### src/rtl/cp0_pkg.sv
// Shared constants for the CP0 exception/interrupt controller.
// Register numbers, exception codes and the handler entry address.
package cp0_pkg;

  localparam logic [4:0] REG_SR    = 5'd12;
  localparam logic [4:0] REG_CAUSE = 5'd13;
  localparam logic [4:0] REG_EPC   = 5'd14;

  localparam logic [4:0] EXC_INT  = 5'd0;
  localparam logic [4:0] EXC_ADEL = 5'd4;
  localparam logic [4:0] EXC_ADES = 5'd5;
  localparam logic [4:0] EXC_SYS  = 5'd8;
  localparam logic [4:0] EXC_RI   = 5'd10;
  localparam logic [4:0] EXC_OV   = 5'd12;

  localparam logic [31:0] HANDLER_ENTRY = 32'h0000_4180;

endpackage

### src/rtl/cp0_if.sv
// M-stage side bus of CP0: mtc0/mfc0 access, victim info, requests.
// The pipeline drives through master; cp0 sits on slave.
interface cp0_if;
  import cp0_pkg::*;

  logic        en;
  logic [4:0]  CP0Addr;
  logic [31:0] CP0In;
  logic [31:0] CP0Out;
  logic [31:0] VPC;
  logic        BDIn;
  logic [4:0]  ExcCodeIn;
  logic [5:0]  HWInt;
  logic        EXLClr;
  logic [31:0] EPCOut;
  logic        Req;

  modport master (
    output en, CP0Addr, CP0In, VPC, BDIn,
    output ExcCodeIn, HWInt, EXLClr,
    input  CP0Out, EPCOut, Req
  );

  modport slave (
    input  en, CP0Addr, CP0In, VPC, BDIn,
    input  ExcCodeIn, HWInt, EXLClr,
    output CP0Out, EPCOut, Req
  );

endinterface

### src/rtl/cp0.sv
// Coprocessor 0: SR/Cause/EPC registers, exception request and
// victim capture, mfc0 read mux. Request is combinational.
module cp0
  import cp0_pkg::*;
(
  input logic clk,
  input logic reset,
  cp0_if.slave bus
);

  logic [5:0]  im;
  logic        exl;
  logic        ie;
  logic        bd;
  logic [5:0]  ip;
  logic [4:0]  exc_code;
  logic [31:0] epc;

  logic        int_req;
  logic        exc_req;
  logic        req;
  logic        wr_sr;
  logic        wr_epc;
  logic [31:0] sr_val;
  logic [31:0] cause_val;
  logic [31:0] rd_data;

  // Request decode: EXL masks every source, interrupt outranks exception
  always_comb begin
    int_req = (|(bus.HWInt & im)) & ie & ~exl;
    exc_req = (bus.ExcCodeIn != EXC_INT) & ~exl;
    req     = int_req | exc_req;
    wr_sr   = bus.en & ~req & (bus.CP0Addr == REG_SR);
    wr_epc  = bus.en & ~req & (bus.CP0Addr == REG_EPC);
  end

  // Register file: reset, then capture, then mtc0/eret
  always_ff @(posedge clk) begin
    if (reset) begin
      im       <= '0;
      exl      <= 1'b0;
      ie       <= 1'b0;
      bd       <= 1'b0;
      ip       <= '0;
      exc_code <= '0;
      epc      <= '0;
    end else begin
      ip <= bus.HWInt;
      if (req) begin
        exl      <= 1'b1;
        bd       <= bus.BDIn;
        exc_code <= int_req ? EXC_INT : bus.ExcCodeIn;
        epc      <= bus.BDIn ? bus.VPC - 32'd4 : bus.VPC;
      end else begin
        if (wr_sr) begin
          im  <= bus.CP0In[15:10];
          ie  <= bus.CP0In[0];
          exl <= bus.CP0In[1];
        end
        if (bus.EXLClr) exl <= 1'b0;
        if (wr_epc) epc <= bus.CP0In;
      end
    end
  end

  // mfc0 read mux and outputs
  always_comb begin
    sr_val    = {16'b0, im, 8'b0, exl, ie};
    cause_val = {bd, 15'b0, ip, 3'b0, exc_code, 2'b0};
    rd_data   = '0;
    case (bus.CP0Addr)
      REG_SR:    rd_data = sr_val;
      REG_CAUSE: rd_data = cause_val;
      REG_EPC:   rd_data = epc;
      default:   rd_data = '0;
    endcase
  end

  assign bus.CP0Out = rd_data;
  assign bus.EPCOut = epc;
  assign bus.Req    = req;

endmodule

### src/flat_wrapper.sv
// flat-port wrapper written by rule: the top's interface ports become plain ports
module cp0_flat import cp0_pkg::*;
  (clk, reset, bus_en, bus_CP0Addr, bus_CP0In, bus_VPC, bus_BDIn, bus_ExcCodeIn, bus_HWInt, bus_EXLClr, bus_CP0Out, bus_EPCOut, bus_Req);
  cp0_if bus_i ();
  input logic clk;
  input logic reset;
  input wire logic [$bits(bus_i.en)-1:0] bus_en;
  input wire logic [$bits(bus_i.CP0Addr)-1:0] bus_CP0Addr;
  input wire logic [$bits(bus_i.CP0In)-1:0] bus_CP0In;
  input wire logic [$bits(bus_i.VPC)-1:0] bus_VPC;
  input wire logic [$bits(bus_i.BDIn)-1:0] bus_BDIn;
  input wire logic [$bits(bus_i.ExcCodeIn)-1:0] bus_ExcCodeIn;
  input wire logic [$bits(bus_i.HWInt)-1:0] bus_HWInt;
  input wire logic [$bits(bus_i.EXLClr)-1:0] bus_EXLClr;
  output wire logic [$bits(bus_i.CP0Out)-1:0] bus_CP0Out;
  output wire logic [$bits(bus_i.EPCOut)-1:0] bus_EPCOut;
  output wire logic [$bits(bus_i.Req)-1:0] bus_Req;
  assign bus_i.en = bus_en;
  assign bus_i.CP0Addr = bus_CP0Addr;
  assign bus_i.CP0In = bus_CP0In;
  assign bus_i.VPC = bus_VPC;
  assign bus_i.BDIn = bus_BDIn;
  assign bus_i.ExcCodeIn = bus_ExcCodeIn;
  assign bus_i.HWInt = bus_HWInt;
  assign bus_i.EXLClr = bus_EXLClr;
  assign bus_CP0Out = bus_i.CP0Out;
  assign bus_EPCOut = bus_i.EPCOut;
  assign bus_Req = bus_i.Req;
  cp0 u_core (.clk(clk), .reset(reset), .bus(bus_i));
endmodule
### config.mk
export PLATFORM = sky130hd
export DESIGN_NAME = cp0_flat
export DESIGN_NICKNAME = d
export VERILOG_FILES = /design/src/rtl/cp0_pkg.sv /design/src/rtl/cp0_if.sv /design/src/rtl/cp0.sv /design/src/flat_wrapper.sv
export SDC_FILE = /design/constraint.sdc
export NUM_CORES = 1
export LEC_CHECK = 0
export ABC_CLOCK_PERIOD_IN_PS = 3150
export CAP_MARGIN = 20
export CORE_MARGIN = 2
export CORE_UTILIZATION = 30
export DETAILED_ROUTE_END_ITERATION = 6
export SETUP_SLACK_MARGIN = 0.02
export SLEW_MARGIN = 20
export SYNTH_ARGS = -nofsm -noshare
export SYNTH_HDL_FRONTEND = slang
export SYNTH_SLANG_ARGS = --single-unit
### constraint.sdc
create_clock -name clk -period 3.15 [get_ports clk]
set_clock_uncertainty 0.15 [all_clocks]
set_input_delay 0.7875 -clock clk [delete_from_list [all_inputs] [get_ports clk]]
set_output_delay 0.7875 -clock clk [all_outputs]
set_load 0.02 [all_outputs]
==> impl_metrics.csv <==
group,metric,value,unit
clock_network,cts.clk_slew.worst_paths,0.07,ns
drt,wirelength,14.7,mm
setup_path,cp_slowest_cell,"or4_4",
floorplan,coreArea,11900,µm²
status,run_status,"finished, final reports clean",
logic_synthesis,synth_warnings,0,
setup_path,cp.required,3.22,ns
setup_path,cp_slowest_stage_delay,0.54,ns
sta,max_freq,322,MHz
pwr,p_leak,0.00236,µW
global_route,gr-total-overflow,0,
drt,vias,4352,
global_route,grt_max_degree,30,
logic_synthesis,synth_area,3630,µm²
sta,final.period_utilization,0.985,
setup_path,startpoint,"bus_VPC[14]",
setup_path,critPathArrivalTime,3.17,ns
clock_network,clock_path_buffers,2,
floorplan,die_x,114,µm
place,gp_congestion,0.925,
floorplan,initial_core_util,0.305,
floorplan,die_h,114,µm
floorplan,ios,150,
global_route,grt_pass1_wl,22.7,mm
setup_path,crit_family,"simple AND/OR/NAND/NOR gates",
place,placed_area,5690,µm²
layout,multiInputGateArea,2440,µm²
pwr,worst_ir_drop_vdd,0.185,mV
drt,drc_errors,0,
clock_network,cts.sinks,52,
logic_synthesis,synth_top_cell_area_share,0.287,
drt,ant_nets,0,
place,dp_hpwl,11.1,mm
clock_network,cts_tree,"yes",
sta,hold_violations,0,
sta,setup_viol,0,
layout,nets,710,
sta,post-route-min-period,3.10,ns
place,port_buffers,149,
floorplan,die_area,13000,µm²
logic_synthesis,synth.distinct_cells,51,
layout,stdcell_count,772,
setup_path,path_class,"in -> reg",
setup_path,crit_top_cell,"or4_4",
layout,stdcell_area,5900,µm²
setup_path,cp_max_fo,8,
layout,drive_gt1_frac,0.242,
logic_synthesis,synth_edf_count,0,
logic_synthesis,ys_seq_area_frac,0.287,
clock_network,clock_latency,0.29,ns
pwr,total_power,1970,µW
logic_synthesis,synth-seq-cells,52,
run,maxCapViolCount,0,
worst_hold_path,hp-start,"u_core.im[3]",
sta,rsz0062_at_grt,"true",
layout,ff_latch_area,1040,µm²
sta,maxSlewHeadroom,0.525,
clock_network,postCtsHoldBufs,0,
layout,diodes,0,
sta,worst_pin_slew,0.712,ns
layout,fillers,1180,
setup_path,crit_path_cell_trace,"clkdlybuf4s50_1 > or4_4 > or4_4 > buf_8 > or4_1 > a31oi_1",
setup_path,crit_path_end_kind,"flop",
sta,slew_viol_final,0,
global_route,grt_pass1_vias,4117,
worst_hold_path,hold_path.class,"reg -> reg",
clock_network,cts_root_buf,"clkbuf_16",
clock_network,cts_buffers,5,
global_route,antenna_found_initial,0,
logic_synthesis,async_flop_share,0,
drt,drt_iter0_drc,375,
drt,dr.pass1.iters,4,
logic_synthesis,avgSynthCellArea,8.40,µm²
drt,via_per_inst,5.64,
setup_path,cp-start-kind,"input port",
logic_synthesis,synth_fp_nets,518,
setup_path,worst-path-buf-inv,2,
clock_network,cts_max_level,2,
logic_synthesis,synth_area_leader_cell,"dfxtp_1",
logic_synthesis,netlist_instances,432,
drt,wire_per_inst,19.0,µm
pwr,p_per_area,334,nW/µm²
floorplan,row_count,40,
logic_synthesis,synth_area_leaders,"dfxtp_1, mux2i_1, a211oi_1",
global_route,grt_use_total,0.219,
layout,syn2layout_area_growth,62.6,%
logic_synthesis,synthFlopType,"dfxtp_1",
place,dp.cells,755,
setup_path,r2r_start,"u_core.im[0]",
-- area by class of cell --
type / instances / area share
well taps: 147 / 0.0312
flip-flops and latches: 52 / 0.176
clock buffers: 6 / 0.0235
inverters: 6 / 0.00382
clock inverters: 2 / 0.00657
multi-input cells: 328 / 0.413
repair buffers: 231 / 0.346
-- flip-flops by register name, summed over array words and instances (netlist names) --
signal,count
u_core.exc_code,5
u_core.ip,6
u_core.bd,1
u_core.im,6
u_core.ie,1
u_core.bus.EPCOut,32
u_core.exl,1
-- cell families after synthesis --
| logic type | synth area share |
|---|---|
| fa+ha+maj | 0.00345 |
| xor+xnor | 0.0169 |
| compound gates | 0.276 |
| flops | 0.287 |
| buf+inv | 0.0565 |
| mux | 0.0717 |
| simple gates | 0.289 |
-- report_power, final --
group | total, µW | switching, µW | internal (µW)
registers | 749 | 41.4 | 707
clock network | 650 | 252 | 399
logic | 575 | 273 | 302
-- placed cells by master (no fill, tap or decap), types with 6 or more instances in the layout --
master and count:
or4_1 19, nand2_1 23, buf_2 26, a211oi_1 23
o41ai_1 18, and4_1 15, dlymetal6s2s_1 8, a22o_1 11
clkdlybuf4s50_1 106, o31a_1 17, nand4_1 6, a31oi_1 15
or2_2 7, clkbuf_16 6, o31ai_1 16, mux2i_1 26
o21ai_0 10, a21oi_1 7, nand3_1 9, dfxtp_1 52
nor2b_1 7, and3_1 18, or3_1 10, nor3_1 6
buf_4 81
-- Yosys cell counts, types with 2 or more instances --
cell	n
nand2_1	23
nor2_1	8
clkbuf_1	39
a31oi_1	15
and4_1	15
o21a_1	2
nand4bb_1	2
or2_2	7
a21o_1	2
or4_1	21
o31ai_1	16
mux2i_1	26
a2111oi_0	4
a211oi_1	23
or3b_2	5
or3_1	10
nand4_1	6
and3_1	18
o31a_1	17
xnor2_1	3
dfxtp_1	52
nor4bb_1	6
buf_2	4
nor2b_1	8
nand3_1	9
inv_1	6
and2_1	2
a22o_1	11
xor2_1	4
nor4_1	5
nor4b_1	2
nand2b_1	2
a21oi_1	8
nor3_1	7
o211a_1	2
o41ai_1	18
o21ai_0	10
-- per-layer routing --
metal | global-route usage | wire length, µm | part of all wire
met3 | 0.0197 | 593 | 0.040
met2 | 0.363 | 7080 | 0.48
met1 | 0.308 | 6750 | 0.46
met5 | 0 | 0 | 0
met4 | 0.0537 | 257 | 0.018
-- through the flow --
stage	setup slack (ns)	util	setup TNS (ns)	hold WS [ns]
after floorplan	0.0361	-	0	0.297
after global placement	-0.583	0.478	-16.70	0.311
after detailed placement	-0.568	0.478	-16.68	0.315
after CTS	0.0209	0.487	0	0.325
after global routing	0.00141	0.496	0	0.353
final	0.0470	0.496	0	0.326
-- repair_timing --
action	CTS	global route
setup buffers	4	3
gates cloned	1	1
resized for setup	159	18
endpoints found under the setup margin	34	25
pin swaps	3	8
-- worst register-to-register path: stages (launching register included) --
cell and delay (ns):
dfxtp_1 0.33, a22o_1 0.26, o311a_1 0.40, buf_4 0.26
o41ai_1 0.43, buf_4 0.19, a31oi_1 0.07
-- path summary, 6_finish.rpt --
check / endpoint / slack (ns) / cells past startpoint
setup / recovery: u_core.bus.EPCOut[31] / 0.05 / 6
hold / removal: u_core.im[3] / 0.33 / 2
setup reg to reg: u_core.bus.EPCOut[26] / 0.89 / 6
hold reg to reg: u_core.im[3] / 0.33 / 2
No activity file was read; power rests on OpenSTA's default activity.
